### src/rtl/key_pkg.sv
// ============================================================================
// Module      : key_pkg
// Description : Shared types and constants for the key debounce block.
//               Holds the per-key FSM state encoding and the debounce window
//               defaults (hardware and simulation).
// Revision    : 1.0 - initial release
// ============================================================================
`default_nettype none

package key_pkg;

  // Per-key debounce state. The encoding is fixed so that bit 1 reflects the
  // side of the window the key sits on (0 = released side, 1 = pressed side).
  typedef enum logic [1:0] {
    UP        = 2'b00,
    WAIT_DOWN = 2'b01,
    DOWN      = 2'b10,
    WAIT_UP   = 2'b11
  } key_state_t;

  // 20 ms of stable level at 50 MHz.
  localparam int DEBOUNCE_DEFAULT = 1000000;

  // Short window used for simulation so tests run in a few hundred cycles.
  localparam int DEBOUNCE_SIM = 16;

endpackage : key_pkg

`default_nettype wire

### src/rtl/key_debounce_ch.sv
// ============================================================================
// Module      : key_debounce_ch
// Description : Single-key debounce channel: 2-flop synchronizer, stability
//               counter and 4-state acceptance FSM with registered outputs.
// Ports       : clk         - system clock, rising edge
//               rst         - asynchronous active-high reset
//               key_raw     - raw button pin, active-low, asynchronous
//               key_level   - debounced level, active-low (1 = released)
//               key_press   - one-cycle pulse on accepted press (1->0)
//               key_release - one-cycle pulse on accepted release (0->1)
// Revision    : 1.0 - initial release
// ============================================================================
`default_nettype none

module key_debounce_ch
  import key_pkg::*;
#(
  parameter int DEBOUNCE_CYCLES = DEBOUNCE_DEFAULT
) (
  input  logic clk,
  input  logic rst,
  input  logic key_raw,
  output logic key_level,
  output logic key_press,
  output logic key_release
);

  // Counter only needs to reach DEBOUNCE_CYCLES-1, so clog2 is exact.
  localparam int              CNT_W    = (DEBOUNCE_CYCLES > 1) ? $clog2(DEBOUNCE_CYCLES) : 1;
  localparam logic [CNT_W-1:0] CNT_LAST = CNT_W'(DEBOUNCE_CYCLES - 1);
  localparam logic [CNT_W-1:0] CNT_ONE  = CNT_W'(1);

  logic             sync1;
  logic             sync2;
  key_state_t       state;
  logic [CNT_W-1:0] cnt;

  // Synchronizer resets to the released level so reset never looks like a
  // press edge to the FSM.
  always_ff @(posedge clk or posedge rst) begin
    if (rst) begin
      sync1 <= 1'b1;
      sync2 <= 1'b1;
    end else begin
      sync1 <= key_raw;
      sync2 <= sync1;
    end
  end

  // The first new-level sample already counts as 1, so acceptance happens on
  // the DEBOUNCE_CYCLES-th consecutive sample of the new level.
  always_ff @(posedge clk or posedge rst) begin
    if (rst) begin
      state       <= UP;
      cnt         <= '0;
      key_level   <= 1'b1;
      key_press   <= 1'b0;
      key_release <= 1'b0;
    end else begin
      key_press   <= 1'b0;
      key_release <= 1'b0;
      case (state)
        UP: begin
          if (!sync2) begin
            state <= WAIT_DOWN;
            cnt   <= CNT_ONE;
          end else begin
            cnt <= '0;
          end
        end
        WAIT_DOWN: begin
          if (sync2) begin
            state <= UP;
            cnt   <= '0;
          end else if (cnt == CNT_LAST) begin
            state     <= DOWN;
            cnt       <= '0;
            key_level <= 1'b0;
            key_press <= 1'b1;
          end else begin
            cnt <= cnt + CNT_ONE;
          end
        end
        DOWN: begin
          if (sync2) begin
            state <= WAIT_UP;
            cnt   <= CNT_ONE;
          end else begin
            cnt <= '0;
          end
        end
        WAIT_UP: begin
          if (!sync2) begin
            state <= DOWN;
            cnt   <= '0;
          end else if (cnt == CNT_LAST) begin
            state       <= UP;
            cnt         <= '0;
            key_level   <= 1'b1;
            key_release <= 1'b1;
          end else begin
            cnt <= cnt + CNT_ONE;
          end
        end
        default: begin
          state <= UP;
          cnt   <= '0;
        end
      endcase
    end
  end

endmodule : key_debounce_ch

`default_nettype wire

### src/rtl/key_debounce.sv
// ============================================================================
// Module      : key_debounce
// Description : Multi-key debounce front end. One independent channel per
//               key; all channels share clock and reset only.
// Ports       : clk         - system clock, rising edge
//               rst         - asynchronous active-high reset
//               key_raw     - [NUM_KEYS] raw pins, active-low, asynchronous
//               key_level   - [NUM_KEYS] debounced levels, active-low
//               key_press   - [NUM_KEYS] one-cycle press pulses
//               key_release - [NUM_KEYS] one-cycle release pulses
// Revision    : 1.0 - initial release
// ============================================================================
`default_nettype none

module key_debounce
  import key_pkg::*;
#(
  parameter int NUM_KEYS        = 2,
  parameter int DEBOUNCE_CYCLES = DEBOUNCE_DEFAULT
) (
  input  logic                clk,
  input  logic                rst,
  input  logic [NUM_KEYS-1:0] key_raw,
  output logic [NUM_KEYS-1:0] key_level,
  output logic [NUM_KEYS-1:0] key_press,
  output logic [NUM_KEYS-1:0] key_release
);

  generate
    for (genvar i = 0; i < NUM_KEYS; i++) begin : g_key
      key_debounce_ch #(
        .DEBOUNCE_CYCLES(DEBOUNCE_CYCLES)
      ) u_ch (
        .clk        (clk),
        .rst        (rst),
        .key_raw    (key_raw[i]),
        .key_level  (key_level[i]),
        .key_press  (key_press[i]),
        .key_release(key_release[i])
      );
    end
  endgenerate

endmodule : key_debounce

`default_nettype wire
### config.mk
export PLATFORM = sky130hd
export DESIGN_NAME = key_debounce
export DESIGN_NICKNAME = d
export VERILOG_FILES = /design/src/rtl/key_pkg.sv /design/src/rtl/key_debounce_ch.sv /design/src/rtl/key_debounce.sv
export SDC_FILE = /design/constraint.sdc
export NUM_CORES = 1
export LEC_CHECK = 0
export CAP_MARGIN = 5
export CORE_MARGIN = 2
export CORE_UTILIZATION = 32
export DETAILED_ROUTE_END_ITERATION = 8
export SYNTH_ARGS = -nofsm -noshare
export SYNTH_HDL_FRONTEND = slang
export SYNTH_HIERARCHICAL = 1
export SYNTH_SLANG_ARGS = --single-unit
### constraint.sdc
create_clock -name clk -period 6 [get_ports clk]
set_input_delay 1.2 -clock clk [delete_from_list [all_inputs] [get_ports clk]]
set_output_delay 1.2 -clock clk [all_outputs]
set_load 0.005 [all_outputs]
# Word level (Yosys, flattened, before mapping)
# Index checks and enable logic that the tools add are counted.
# word_totals
ram_bits	0
in_bits	4
word_cells	94
latch_bits	0
mem_bits_ro	0
mem_count	0
regBits	54
out_inout_bits	6
# op_classes
bitwise_logic	0
n_mul	0
div_mod_pow	0
n_eq_ne	24
shifts	0
n_addsub	2
order_cmp	0
n_mux	46
n_reduce_logical	8
# op_table
operator	n
$pmux 20 s4	2
$mux 20	6
$add 20x1->20 const B	2
$eq 20x20->1 const B	2
$mux 2	12
$mux 1	22
$ne 2x1->1 const B	8
$pmux 2 s4	2
$reduce_and 5->1	2
$eq 2x2->1 const B	4
$ne 2x2->1 const B	4
$reduce_and 4->1	2
$ne 3x1->1 const B	2
$ne 3x3->1 const B	2
$eq 2x1->1 const B	2
$logic_not 2->1	2
$pmux 1 s2	2
$reduce_bool 2->1	2

# Longest topological paths before layout
# Gate-level depths: netlist of the first run.
# logic_depth
ltp_word	4
ltp_mapped	8
ltp_nobuf	5

# Hierarchy
# Netlist of the first run, hierarchy kept.
# by_module_without_submodules
mod	cells_each	instances	seq_area_each_um2	area_each_um2
key_debounce_ch (g_key[1].u_ch)	126	1	679.4	1285.0
key_debounce_ch (g_key[0].u_ch)	126	1	679.4	1278.7

# Worst setup path before layout of the first run
# OpenSTA, ideal clock, no wires.
# synth_timing
path_type	reg2reg
startpoint	register g_key[0].u_ch.cnt[0]
endpoint	register g_key[0].u_ch.cnt[10]
setup_time_ps	71
n_path_buf	3
t_arrival_ps	1880
period_less_slack_ps	1951
setup_slack_ps	4049
t_required_ps	5929
stages_incl_launch_ff	9
cell_sequence	dfrtp_1 ha_1 and4_2 buf_2 and4_1 a211o_1 buf_2 buf_2 nor2_1
# synth_via
elab_chain_cells	4
word_cells_on_any_way	6
cone_classes	add/sub (1); eq/ne (1); mux (4)
# synth_rtl
item	line	text
start, declared	key_debounce_ch.sv:36	logic [CNT_W-1:0] cnt;
start signal, assigned	key_debounce_ch.sv:81	cnt <= cnt + CNT_ONE;
start signal, assigned	key_debounce_ch.sv:102	cnt <= cnt + CNT_ONE;
$add 20x1->20 or $eq 20x20->1 (tied branches)	n/a	
$mux 20 *	key_debounce_ch.sv:75, key_debounce_ch.sv:96	
$mux 20, on equally long branches	key_debounce_ch.sv:93, key_debounce_ch.sv:72	
$pmux 20 s4 *	key_debounce_ch.sv:62	case (state)
# Every way passes the cells marked *; elsewhere a longest branch is shown, timed or not.
# A chain may end at the register's enable or synchronous reset.

# Final worst setup path of the first run
# layout_timing
startpoint	register g_key[1].u_ch.key_level
endpoint	output key_level[1]
# layout_rtl
item	line	text
start, declared	key_debounce_ch.sv:23	output logic key_level,
start signal, assigned	key_debounce_ch.sv:56	key_level <= 1'b1;
start signal, assigned	key_debounce_ch.sv:78	key_level <= 1'b0;
start signal, assigned	key_debounce_ch.sv:99	key_level <= 1'b1;
end, declared	key_debounce.sv:24	output logic [NUM_KEYS-1:0] key_level,
# No word-level cell between the ends.

==> flow_results.xml, run 1 <==
<?xml version="1.0" encoding="UTF-8"?>
<metrics>
  <group name="yosys">
    <metric name="mappedNetlistArea" unit="µm²">2560</metric>
    <metric name="seq_area_frac_synth" unit="">0.530</metric>
    <metric name="yosys_warnings" unit="">6</metric>
    <metric name="synth_cells" unit="">252</metric>
    <metric name="avgSynthCellArea" unit="µm²">10.2</metric>
    <metric name="synth_top_cell_area_share" unit="">0.469</metric>
    <metric name="synth.lib_cells_used.distinct" unit="">36</metric>
    <metric name="yosys-top-cells-area" unit="">dfrtp_1, dfstp_2, xnor2_1, xor2_1, nor2_1</metric>
    <metric name="synth_top_area_cell" unit="">dfrtp_1</metric>
    <metric name="synth_fp_nets" unit="">258</metric>
    <metric name="postSynthRegisterBits" unit="">54</metric>
  </group>
  <group name="cts">
    <metric name="clock_sinks" unit="">54</metric>
    <metric name="clk_latency" unit="ns">0.30</metric>
    <metric name="cts.root.buffer_cell" unit="">clkbuf_8</metric>
    <metric name="post_cts_hold_buffer_count" unit="">0</metric>
    <metric name="post_cts.resized_instances" unit="">0</metric>
    <metric name="clk_path_buf_depth" unit="">2</metric>
    <metric name="cts_tree" unit="">built</metric>
    <metric name="post_cts.repair.setup_buffers" unit="">0</metric>
    <metric name="tritoncts.num_buffers" unit="">5</metric>
    <metric name="clock_tree.htree_level_count" unit="">2</metric>
    <metric name="clk_pin_slew_worst_paths" unit="ns">0.09</metric>
  </group>
  <group name="floorplanning">
    <metric name="floorplan.die.height" unit="µm">93.5</metric>
    <metric name="boundaryPins" unit="">10</metric>
    <metric name="floorplan.initialDensity" unit="">0.332</metric>
    <metric name="die_width" unit="µm">93.5</metric>
    <metric name="design.die.area" unit="µm²">8740</metric>
    <metric name="fp.coreArea" unit="µm²">7730</metric>
    <metric name="std_cell_rows" unit="">32</metric>
  </group>
  <group name="worst_setup_path">
    <metric name="critPathArrivalTime" unit="ns">1.34</metric>
    <metric name="critPathRequiredTime" unit="ns">4.80</metric>
    <metric name="setup.worst_path.end_class" unit="">output port</metric>
    <metric name="critical_path.cell_chain" unit="">clkdlybuf4s50_1</metric>
    <metric name="timing.critical_path.slowest_stage_cell" unit="">dfstp_2</metric>
    <metric name="path_class" unit="">reg2out</metric>
    <metric name="cp_slowest_stage_delay" unit="ns">0.55</metric>
    <metric name="start_kind" unit="">register</metric>
    <metric name="path_buf_inv" unit="">1</metric>
    <metric name="critical-path-top-delay-family" unit="">flip-flops</metric>
    <metric name="worst-path-max-fanout" unit="">3</metric>
  </group>
  <group name="power_and_ir_drop">
    <metric name="power_per_cell_area" unit="nW/µm²">210</metric>
    <metric name="power.leakage" unit="nW">1.11</metric>
    <metric name="vdd_drop_max" unit="mV">0.105</metric>
  </group>
  <group name="placed_design">
    <metric name="finalWeightedCongestion" unit="">0.734</metric>
    <metric name="port-buffer-count" unit="">9</metric>
    <metric name="dp_hpwl" unit="mm">3.32</metric>
    <metric name="place_ws" unit="ns">3.44</metric>
  </group>
  <group name="route">
    <metric name="initialDrtViolationCount" unit="">96</metric>
    <metric name="vias_per_instance" unit="">4.96</metric>
    <metric name="vias" unit="">1805</metric>
    <metric name="post-route-drc-count" unit="">0</metric>
    <metric name="detailedRoute.firstPassIterationCount" unit="">4</metric>
    <metric name="post_drt_wl_per_cell" unit="µm">12.8</metric>
    <metric name="drt.antenna.violating_nets" unit="">0</metric>
    <metric name="routed_wl" unit="mm">4.65</metric>
  </group>
  <group name="sta">
    <metric name="maximum_clock_skew_at_final_layout" unit="ns">0.00466</metric>
    <metric name="period_minus_slack" unit="ns">2.54</metric>
    <metric name="post-route-period-util" unit="">0.423</metric>
    <metric name="max_freq" unit="MHz">394</metric>
    <metric name="finalHoldViolCount" unit="">0</metric>
    <metric name="final_count_of_negative_setup_slack_endpoints" unit="">0</metric>
    <metric name="least_setup_slack_across_all_paths_after_layout" unit="ns">3.46</metric>
    <metric name="final_max_slew_viol_count" unit="">0</metric>
    <metric name="tightest_slew" unit="ns">1.01</metric>
    <metric name="timing.max_slew.rel_slack" unit="">0.327</metric>
    <metric name="unrepaired_setup_endpoints_after_global_routing" unit="">false</metric>
    <metric name="setup_total_negative_slack" unit="ns">0</metric>
  </group>
  <group name="cells_and_area">
    <metric name="layout-drive-gt1-share" unit="">0.0725</metric>
    <metric name="antenna_cells_inserted" unit="">0</metric>
    <metric name="filler_instances" unit="">756</metric>
    <metric name="area_growth" unit="%">10.7</metric>
    <metric name="layout.nets" unit="">267</metric>
  </group>
  <group name="grt">
    <metric name="global_route.overflow_total" unit="">0</metric>
    <metric name="grt_start_max_net_pins" unit="">28</metric>
    <metric name="global_routing_met3_resource_utilization" unit="">0.0290</metric>
    <metric name="antenna_found_initial" unit="">0</metric>
    <metric name="grt_busiest_layer" unit="">met2</metric>
    <metric name="first_global_vias" unit="">1687</metric>
    <metric name="met2_routing_resource_usage_after_global_routing" unit="">0.169</metric>
    <metric name="grt_pass1_wl" unit="mm">7.98</metric>
    <metric name="gr-usage-all-layers" unit="">0.116</metric>
    <metric name="grtUsageMet1" unit="">0.167</metric>
  </group>
  <group name="job">
    <metric name="maxCapViolCount" unit="">0</metric>
  </group>
  <group name="worst_hold_path">
    <metric name="worst_hold_path_type" unit="">reg2reg</metric>
  </group>
  <group name="run_status">
    <metric name="outcome" unit="">complete, no violations</metric>
  </group>
</metrics>
## state kept, by name, indices dropped and copies added, names as in the netlist, named ones only
| register | cells |
|---|---|
| g_key.u_ch/cnt | 40 |
| g_key.u_ch/key_level | 2 |
| g_key.u_ch/key_press | 2 |
| g_key.u_ch/key_release | 2 |
| g_key.u_ch/state | 2 |
| g_key.u_ch/sync1 | 2 |
| g_key.u_ch/sync2 | 2 |
## cells in the final DEF, fill, tap and decap left out, types with 5 or more instances in the layout
| cell | n |
|---|---|
| clkdlybuf4s50_1 | 9 |
| nand2_1 | 13 |
| or4_1 | 6 |
| xnor2_1 | 15 |
| o21ai_0 | 5 |
| dfrtp_1 | 48 |
| nor4_1 | 6 |
| nand3_1 | 15 |
| nand4_1 | 11 |
| nor3_1 | 10 |
| a21oi_1 | 9 |
| clkbuf_8 | 6 |
| xor2_1 | 15 |
| o31ai_1 | 7 |
| dfstp_2 | 6 |
| nor2_1 | 33 |
| inv_1 | 10 |
## report_power, final
part / switching [mW] / total [mW] / internal [mW]
registers: 0.00391 / 0.373 / 0.369
logic: 0.0148 / 0.0199 / 0.00511
clock network: 0.109 / 0.202 / 0.0933
total: 0.128 / 0.595 / 0.467
## final cells by class
type | instances | area (µm²) | share of cell area
tap | 102 | 128 | 0.0450
multi-input combinational | 181 | 1130 | 0.399
inverter | 10 | 37.5 | 0.0132
clock buffer | 7 | 86.3 | 0.0304
timing repair buffer | 9 | 90.1 | 0.0317
sequential | 54 | 1360 | 0.479
clock inverter | 1 | 5.00 | 0.00176
## final timing paths
path	from	to	slack, ns	cells after the start
worst min register to register	g_key[1].u_ch/sync1	g_key[1].u_ch/sync2	0.35	0
max in group asynchronous	rst	g_key[1].u_ch/cnt[8]	3.90	2
worst max register to register	g_key[1].u_ch/cnt[7]	g_key[1].u_ch/cnt[3]	3.84	4
worst max-delay path	g_key[1].u_ch/key_level	key_level[1]	3.46	1
min in group asynchronous	rst	g_key[0].u_ch/cnt[17]	1.48	2
worst min-delay path	g_key[1].u_ch/sync1	g_key[1].u_ch/sync2	0.35	0
## cell usage after synthesis, drive strengths merged
master,n
a211o,3
a211oi,1
a21o,1
a21oi,9
a31oi,1
and2,2
and3,4
and3b,1
and4,5
buf,6
clkbuf,1
dfrtp,48
dfstp,6
ha,2
inv,10
nand2,13
nand3,16
nand4,12
nor2,33
nor3,10
nor3b,1
nor4,6
nor4b,3
o21a,2
o21ai,6
o31ai,7
or2,3
or3,4
or4,6
xnor2,15
xor2,15
## cells by family (layout without fill, tap and decap cells)
logic type	count (synthesis)	count (layout)	share of synthesized area
adders and majority gates	2	2	0.00976
xor gates and xnor gates	30	30	0.102
and+or+nand+nor	119	119	0.254
DFF	54	54	0.530
AOI/OAI and AO/OA	30	30	0.0756
buffers and inverters	17	27	0.0283
## routing by layer
| layer | share of wire | wire [µm] |
|---|---|---|
| met1 | 0.52 | 2420 |
| met2 | 0.43 | 2010 |
| met3 | 0.032 | 148 |
| met4 | 0.014 | 65 |
| met5 | 0 | 0 |
## per-stage QoR
step | hold slack (ns) | utilization | area (µm²) | power [mW] | cells
2_1_floorplan | 0.345 | - | 2560 | 0.393 | 252
3_3_place_gp | 0.346 | 0.355 | 2750 | 0.400 | 356
3_5_place_dp | 0.347 | 0.355 | 2750 | 0.401 | 356
4_1_cts | 0.355 | 0.367 | 2840 | 0.607 | 364
5_1_grt | 0.358 | 0.367 | 2840 | 0.625 | 364
6_report | 0.354 | 0.367 | 2840 | 0.595 | 364
No activity file was read; power rests on OpenSTA's default activity.
==> run 2: changes to the inputs <==
==> constraint.sdc (replaced) <==
create_clock -name clk -period 2.5 [get_ports clk]
set_input_delay 0.5 -clock clk [delete_from_list [all_inputs] [get_ports clk]]
set_output_delay 0.5 -clock clk [all_outputs]
set_load 0.005 [all_outputs]
==> flow_results.xml, run 2 (synthesized netlist as in run 1, its figures left out) <==
<?xml version="1.0" encoding="UTF-8"?>
<metrics>
  <group name="sta">
    <metric name="finalHoldViolCount" unit="">0</metric>
    <metric name="final_count_of_negative_setup_slack_endpoints" unit="">0</metric>
    <metric name="timing.max_slew.rel_slack" unit="">0.595</metric>
    <metric name="unrepaired_setup_endpoints_after_global_routing" unit="">false</metric>
    <metric name="post-route-period-util" unit="">0.817</metric>
    <metric name="final_max_slew_viol_count" unit="">0</metric>
    <metric name="setup_total_negative_slack" unit="ns">0</metric>
    <metric name="maximum_clock_skew_at_final_layout" unit="ns">0.00992</metric>
    <metric name="tightest_slew" unit="ns">0.608</metric>
    <metric name="least_setup_slack_across_all_paths_after_layout" unit="ns">0.457</metric>
    <metric name="period_minus_slack" unit="ns">2.04</metric>
    <metric name="max_freq" unit="MHz">490</metric>
  </group>
  <group name="route">
    <metric name="vias" unit="">1869</metric>
    <metric name="post_drt_wl_per_cell" unit="µm">13.0</metric>
    <metric name="initialDrtViolationCount" unit="">59</metric>
    <metric name="vias_per_instance" unit="">5.08</metric>
    <metric name="post-route-drc-count" unit="">0</metric>
    <metric name="detailedRoute.firstPassIterationCount" unit="">4</metric>
    <metric name="routed_wl" unit="mm">4.80</metric>
    <metric name="drt.antenna.violating_nets" unit="">0</metric>
  </group>
  <group name="power_and_ir_drop">
    <metric name="internal_power" unit="mW">1.21</metric>
    <metric name="switching_power" unit="mW">0.348</metric>
    <metric name="vdd_drop_max" unit="mV">0.296</metric>
    <metric name="power_per_cell_area" unit="nW/µm²">537</metric>
    <metric name="finalPower" unit="mW">1.55</metric>
    <metric name="pwr-share-seq" unit="">0.575</metric>
    <metric name="share_clk_of_total_power" unit="">0.391</metric>
    <metric name="power.leakage" unit="nW">1.14</metric>
    <metric name="share_comb_of_total_power" unit="">0.034</metric>
    <metric name="netSwitchingFraction" unit="">0.224</metric>
  </group>
  <group name="cells_and_area">
    <metric name="multi_input_comb_area" unit="µm²">1130</metric>
    <metric name="layout-drive-gt1-share" unit="">0.0902</metric>
    <metric name="largest_register_ff_count" unit="">40</metric>
    <metric name="area_growth" unit="%">12.9</metric>
    <metric name="most_frequent_cells_in_the_layout" unit="">dfrtp_1, nor2_1, xor2_1, xnor2_1, nand3_1</metric>
    <metric name="antenna_cells_inserted" unit="">0</metric>
    <metric name="layout.nets" unit="">271</metric>
    <metric name="filler_instances" unit="">777</metric>
    <metric name="max_flop_register" unit="">g_key.u_ch/cnt</metric>
    <metric name="post-route-cell-area" unit="µm²">2890</metric>
    <metric name="final_instance_count_without_filler_cells" unit="">368</metric>
    <metric name="final_common_cell" unit="">dfrtp_1</metric>
    <metric name="regArea" unit="µm²">1360</metric>
  </group>
  <group name="worst_hold_path">
    <metric name="worst_hold_path_type" unit="">reg2reg</metric>
    <metric name="startpoint_of_the_worst_hold_path" unit="">g_key[1].u_ch/sync1</metric>
  </group>
  <group name="placed_design">
    <metric name="port-buffer-count" unit="">9</metric>
    <metric name="place_ws" unit="ns">0.476</metric>
    <metric name="post_dp_cell_area" unit="µm²">2780</metric>
    <metric name="placed_cell_count" unit="">360</metric>
    <metric name="finalWeightedCongestion" unit="">0.732</metric>
    <metric name="dp_hpwl" unit="mm">3.42</metric>
  </group>
  <group name="worst_setup_path">
    <metric name="r2r-start" unit="">g_key[0].u_ch/cnt[0]</metric>
    <metric name="reg2reg_setup_slack" unit="ns">0.46</metric>
    <metric name="r2r-end" unit="">g_key[0].u_ch/cnt[18]</metric>
    <metric name="startpoint" unit="">g_key[0].u_ch/cnt[0]</metric>
    <metric name="critPathArrivalTime" unit="ns">2.26</metric>
    <metric name="setup.worst_path.end_class" unit="">register</metric>
    <metric name="path_class" unit="">reg2reg</metric>
    <metric name="worst-path-max-fanout" unit="">19</metric>
    <metric name="endpoint" unit="">g_key[0].u_ch/cnt[18]</metric>
    <metric name="critPathRequiredTime" unit="ns">2.72</metric>
    <metric name="start_kind" unit="">register</metric>
    <metric name="rr_worst_depth" unit="">5</metric>
  </group>
  <group name="floorplanning">
    <metric name="floorplan.die.height" unit="µm">93.5</metric>
    <metric name="boundaryPins" unit="">10</metric>
    <metric name="die_width" unit="µm">93.5</metric>
    <metric name="floorplan.initialDensity" unit="">0.332</metric>
    <metric name="design.die.area" unit="µm²">8740</metric>
    <metric name="std_cell_rows" unit="">32</metric>
    <metric name="fp.coreArea" unit="µm²">7730</metric>
  </group>
  <group name="cts">
    <metric name="clk_latency" unit="ns">0.31</metric>
    <metric name="tritoncts.num_buffers" unit="">5</metric>
    <metric name="cts.root.buffer_cell" unit="">clkbuf_8</metric>
    <metric name="cts_tree" unit="">built</metric>
    <metric name="clock_sinks" unit="">54</metric>
    <metric name="clk_pin_slew_worst_paths" unit="ns">0.11</metric>
    <metric name="post_cts_hold_buffer_count" unit="">0</metric>
    <metric name="post_cts.resized_instances" unit="">0</metric>
    <metric name="clk_path_buf_depth" unit="">2</metric>
    <metric name="post_cts.repair.setup_buffers" unit="">0</metric>
    <metric name="clock_tree.htree_level_count" unit="">2</metric>
  </group>
  <group name="grt">
    <metric name="antenna_found_initial" unit="">0</metric>
    <metric name="gr-usage-all-layers" unit="">0.120</metric>
    <metric name="grt_start_max_net_pins" unit="">28</metric>
    <metric name="grt_pass1_wl" unit="mm">8.42</metric>
    <metric name="global_route.overflow_total" unit="">0</metric>
    <metric name="first_global_vias" unit="">1862</metric>
  </group>
  <group name="job">
    <metric name="maxCapViolCount" unit="">0</metric>
  </group>
  <group name="run_status">
    <metric name="outcome" unit="">complete, no violations</metric>
  </group>
</metrics>
## run 2: changes by cell type in the layout (fill, tap and decap cells not counted)
cell / change
buf_4: +4
bufinv_16: +1
clkbuf_1: -1
clkbuf_8: -1
clkinv_2: -1
clkinvlp_4: +1
inv_8: +1
## run 2: stage by stage
step           hold WS, ns  utilization
2_1_floorplan        0.345            -
3_5_place_dp         0.347        0.359
6_report             0.362        0.375
3_3_place_gp         0.347        0.359
4_1_cts              0.364        0.375
5_1_grt              0.371        0.375
## run 2: worst min path at each step
stage / to / slack (ns) / cells past startpoint
finish: g_key[1].u_ch/sync2 / 0.36 / 0
detailed placement: g_key[1].u_ch/sync2 / 0.35 / 0
CTS: g_key[1].u_ch/sync2 / 0.36 / 0
floorplan: g_key[0].u_ch/sync2 / 0.35 / 0
global route: g_key[1].u_ch/sync2 / 0.37 / 0
global placement: g_key[1].u_ch/sync2 / 0.35 / 0
## run 2: final cells by class
type | count | area share
inverter | 10 | 0.0130
tap | 102 | 0.0441
timing repair buffer | 13 | 0.0415
multi-input combinational | 181 | 0.391
clock buffer | 5 | 0.0238
clock inverter | 3 | 0.0169
sequential | 54 | 0.470
## run 2: power by group through the flow
stage | clock network (mW) | logic (mW) | registers (mW)
after floorplan | 0 | 0.0354 | 0.908
after global placement | 0 | 0.0547 | 0.910
after detailed placement | 0 | 0.0550 | 0.910
after CTS | 0.634 | 0.0552 | 0.894
after global routing | 0.664 | 0.0631 | 0.896
final | 0.608 | 0.0531 | 0.894
## run 2: critical path, cell delays in order (launching register included)
cell	delay, ns
dfrtp_1	0.42
ha_1	0.24
and4_2	0.30
and4_1	0.23
a211o_1	0.55
a21oi_1	0.22
## run 2: layer usage
layer	vias up	routed length, µm	GRT usage
li1	921	-	-
met1	911	2330	0.158
met2	31	2260	0.195
met3	6	134	0.0250
met4	0	78	0.0453
met5	-	0	0
==> run 3: changes to the inputs <==
==> constraint.sdc (replaced) <==
create_clock -name clk -period 2 [get_ports clk]
set_input_delay 0.4 -clock clk [delete_from_list [all_inputs] [get_ports clk]]
set_output_delay 0.4 -clock clk [all_outputs]
set_load 0.005 [all_outputs]
==> flow_results.xml, run 3 (synthesized netlist as in run 1, its figures left out) <==
<?xml version="1.0" encoding="UTF-8"?>
<metrics>
  <group name="cells_and_area">
    <metric name="post-route-cell-area" unit="µm²">2940</metric>
    <metric name="multi_input_comb_area" unit="µm²">1130</metric>
    <metric name="final_common_cell" unit="">dfrtp_1</metric>
    <metric name="most_frequent_cells_in_the_layout" unit="">dfrtp_1, nor2_1, xor2_1, xnor2_1, nand3_1</metric>
    <metric name="antenna_cells_inserted" unit="">0</metric>
    <metric name="regArea" unit="µm²">1360</metric>
    <metric name="largest_register_ff_count" unit="">40</metric>
    <metric name="layout-drive-gt1-share" unit="">0.110</metric>
    <metric name="area_growth" unit="%">14.8</metric>
    <metric name="filler_instances" unit="">762</metric>
    <metric name="final_instance_count_without_filler_cells" unit="">374</metric>
    <metric name="layout.nets" unit="">277</metric>
    <metric name="finalCoreUtilization" unit="">0.381</metric>
    <metric name="max_flop_register" unit="">g_key.u_ch/cnt</metric>
  </group>
  <group name="placed_design">
    <metric name="finalWeightedCongestion" unit="">0.744</metric>
    <metric name="port-buffer-count" unit="">9</metric>
    <metric name="dp_hpwl" unit="mm">3.47</metric>
    <metric name="post_dp_cell_area" unit="µm²">2820</metric>
    <metric name="placed_cell_count" unit="">366</metric>
    <metric name="place_ws" unit="ns">0.166</metric>
  </group>
  <group name="floorplanning">
    <metric name="std_cell_rows" unit="">32</metric>
    <metric name="fp.coreArea" unit="µm²">7730</metric>
    <metric name="die_width" unit="µm">93.5</metric>
    <metric name="floorplan.initialDensity" unit="">0.332</metric>
    <metric name="floorplan.die.height" unit="µm">93.5</metric>
    <metric name="boundaryPins" unit="">10</metric>
    <metric name="design.die.area" unit="µm²">8740</metric>
  </group>
  <group name="sta">
    <metric name="unrepaired_setup_endpoints_after_global_routing" unit="">false</metric>
    <metric name="timing.max_slew.rel_slack" unit="">0.690</metric>
    <metric name="fin_hold_ws" unit="ns">0.361</metric>
    <metric name="final_count_of_negative_setup_slack_endpoints" unit="">0</metric>
    <metric name="finalHoldViolCount" unit="">0</metric>
    <metric name="setup_total_negative_slack" unit="ns">0</metric>
    <metric name="period_minus_slack" unit="ns">1.86</metric>
    <metric name="post-route-period-util" unit="">0.928</metric>
    <metric name="final_max_slew_viol_count" unit="">0</metric>
    <metric name="tightest_slew" unit="ns">0.458</metric>
    <metric name="least_setup_slack_across_all_paths_after_layout" unit="ns">0.144</metric>
    <metric name="maximum_clock_skew_at_final_layout" unit="ns">0.0149</metric>
    <metric name="max_freq" unit="MHz">539</metric>
  </group>
  <group name="route">
    <metric name="vias_per_instance" unit="">4.93</metric>
    <metric name="initialDrtViolationCount" unit="">46</metric>
    <metric name="detailedRoute.firstPassIterationCount" unit="">4</metric>
    <metric name="vias" unit="">1845</metric>
    <metric name="routed_wl" unit="mm">4.88</metric>
    <metric name="post-route-drc-count" unit="">0</metric>
    <metric name="post_drt_wl_per_cell" unit="µm">13.1</metric>
    <metric name="drt.antenna.violating_nets" unit="">0</metric>
  </group>
  <group name="worst_setup_path">
    <metric name="critPathRequiredTime" unit="ns">2.23</metric>
    <metric name="cp_slowest_stage_delay" unit="ns">0.42</metric>
    <metric name="setup.worst_path.end_class" unit="">register</metric>
    <metric name="worst-path-max-fanout" unit="">9</metric>
    <metric name="critical_path.cell_chain" unit="">ha_1 -&gt; and4_2 -&gt; and4_1 -&gt; a211o_1 -&gt; buf_4 -&gt; nor2_1</metric>
    <metric name="path_class" unit="">reg2reg</metric>
    <metric name="timing.critical_path.slowest_stage_cell" unit="">dfrtp_1</metric>
    <metric name="critPathArrivalTime" unit="ns">2.09</metric>
    <metric name="start_kind" unit="">register</metric>
  </group>
  <group name="worst_hold_path">
    <metric name="worst_hold_path_type" unit="">reg2reg</metric>
  </group>
  <group name="run_status">
    <metric name="outcome" unit="">complete, no violations</metric>
  </group>
  <group name="cts">
    <metric name="clk_latency" unit="ns">0.31</metric>
    <metric name="clock_sinks" unit="">54</metric>
    <metric name="cts.root.buffer_cell" unit="">clkbuf_8</metric>
    <metric name="cts_tree" unit="">built</metric>
    <metric name="post_cts_hold_buffer_count" unit="">0</metric>
    <metric name="post_cts.repair.setup_buffers" unit="">0</metric>
    <metric name="clk_pin_slew_worst_paths" unit="ns">0.10</metric>
    <metric name="clk_path_buf_depth" unit="">2</metric>
    <metric name="post_cts.resized_instances" unit="">0</metric>
    <metric name="clock_tree.htree_level_count" unit="">2</metric>
    <metric name="tritoncts.num_buffers" unit="">5</metric>
  </group>
  <group name="power_and_ir_drop">
    <metric name="switching_power" unit="mW">0.419</metric>
    <metric name="internal_power" unit="mW">1.54</metric>
    <metric name="pwr-share-seq" unit="">0.569</metric>
    <metric name="share_comb_of_total_power" unit="">0.037</metric>
    <metric name="share_clk_of_total_power" unit="">0.394</metric>
    <metric name="netSwitchingFraction" unit="">0.214</metric>
    <metric name="finalPower" unit="mW">1.96</metric>
    <metric name="power_per_cell_area" unit="nW/µm²">666</metric>
    <metric name="power.leakage" unit="nW">1.17</metric>
    <metric name="vdd_drop_max" unit="mV">0.276</metric>
  </group>
  <group name="grt">
    <metric name="met2_routing_resource_usage_after_global_routing" unit="">0.206</metric>
    <metric name="grtUsageMet1" unit="">0.168</metric>
    <metric name="grt_pass1_wl" unit="mm">8.96</metric>
    <metric name="gr-usage-all-layers" unit="">0.129</metric>
    <metric name="antenna_found_initial" unit="">0</metric>
    <metric name="grt_busiest_layer" unit="">met2</metric>
    <metric name="grt_start_max_net_pins" unit="">28</metric>
    <metric name="global_routing_met3_resource_utilization" unit="">0.0266</metric>
    <metric name="first_global_vias" unit="">1958</metric>
    <metric name="global_route.overflow_total" unit="">0</metric>
  </group>
  <group name="job">
    <metric name="maxCapViolCount" unit="">0</metric>
  </group>
</metrics>
## run 3: cell count changes in the layout (fill, tap and decap cells not counted), sizes merged
cell / before / now
buf: 4 / 10
clkinvlp: 1 / 0
clkbuf: 5 / 6
## run 3: routing by layer
metal | wire, µm | vias to the layer above
met5 | 0 | -
li1 | - | 934
met4 | 76 | 0
met1 | 2480 | 891
met3 | 97 | 6
met2 | 2220 | 14
## run 3: power groups by stage
stage	combinational, mW	clock (mW)	sequential, mW
after global placement	0.0728	0	1.14
final	0.0716	0.773	1.12
after CTS	0.0744	0.813	1.12
after global routing	0.0828	0.848	1.12
after floorplan	0.0442	0	1.14
after detailed placement	0.0745	0	1.14
## run 3: path summary, 6_finish.rpt
path	slack, ns	from	endpoint	cells after the start
max	0.14	g_key[0].u_ch/cnt[0]	g_key[0].u_ch/cnt[2]	6
min	0.36	g_key[1].u_ch/sync1	g_key[1].u_ch/sync2	0
max reg2reg	0.14	g_key[0].u_ch/cnt[0]	g_key[0].u_ch/cnt[2]	6
min reg2reg	0.36	g_key[1].u_ch/sync1	g_key[1].u_ch/sync2	0
max in group asynchronous	1.16	rst	g_key[0].u_ch/sync1	3
min in group asynchronous	0.52	rst	g_key[1].u_ch/cnt[1]	3
## run 3: worst max-delay path: cells and delay by family (launching register included)
family | cells | cell delay, ns
AND/OR/NAND/NOR | 3 | 0.62
flip-flops | 1 | 0.42
AO/OA/AOI/OAI | 1 | 0.32
adder cells (fa/ha/maj) | 1 | 0.25
buffers and inverters | 1 | 0.17
## run 3: final cells by class
type / count / area share
inverter: 10 / 0.0128
clock buffer: 6 / 0.0281
clock inverter: 2 / 0.0132
timing repair buffer: 19 / 0.0561
tap: 102 / 0.0434
multi-input combinational: 181 / 0.385
sequential: 54 / 0.462
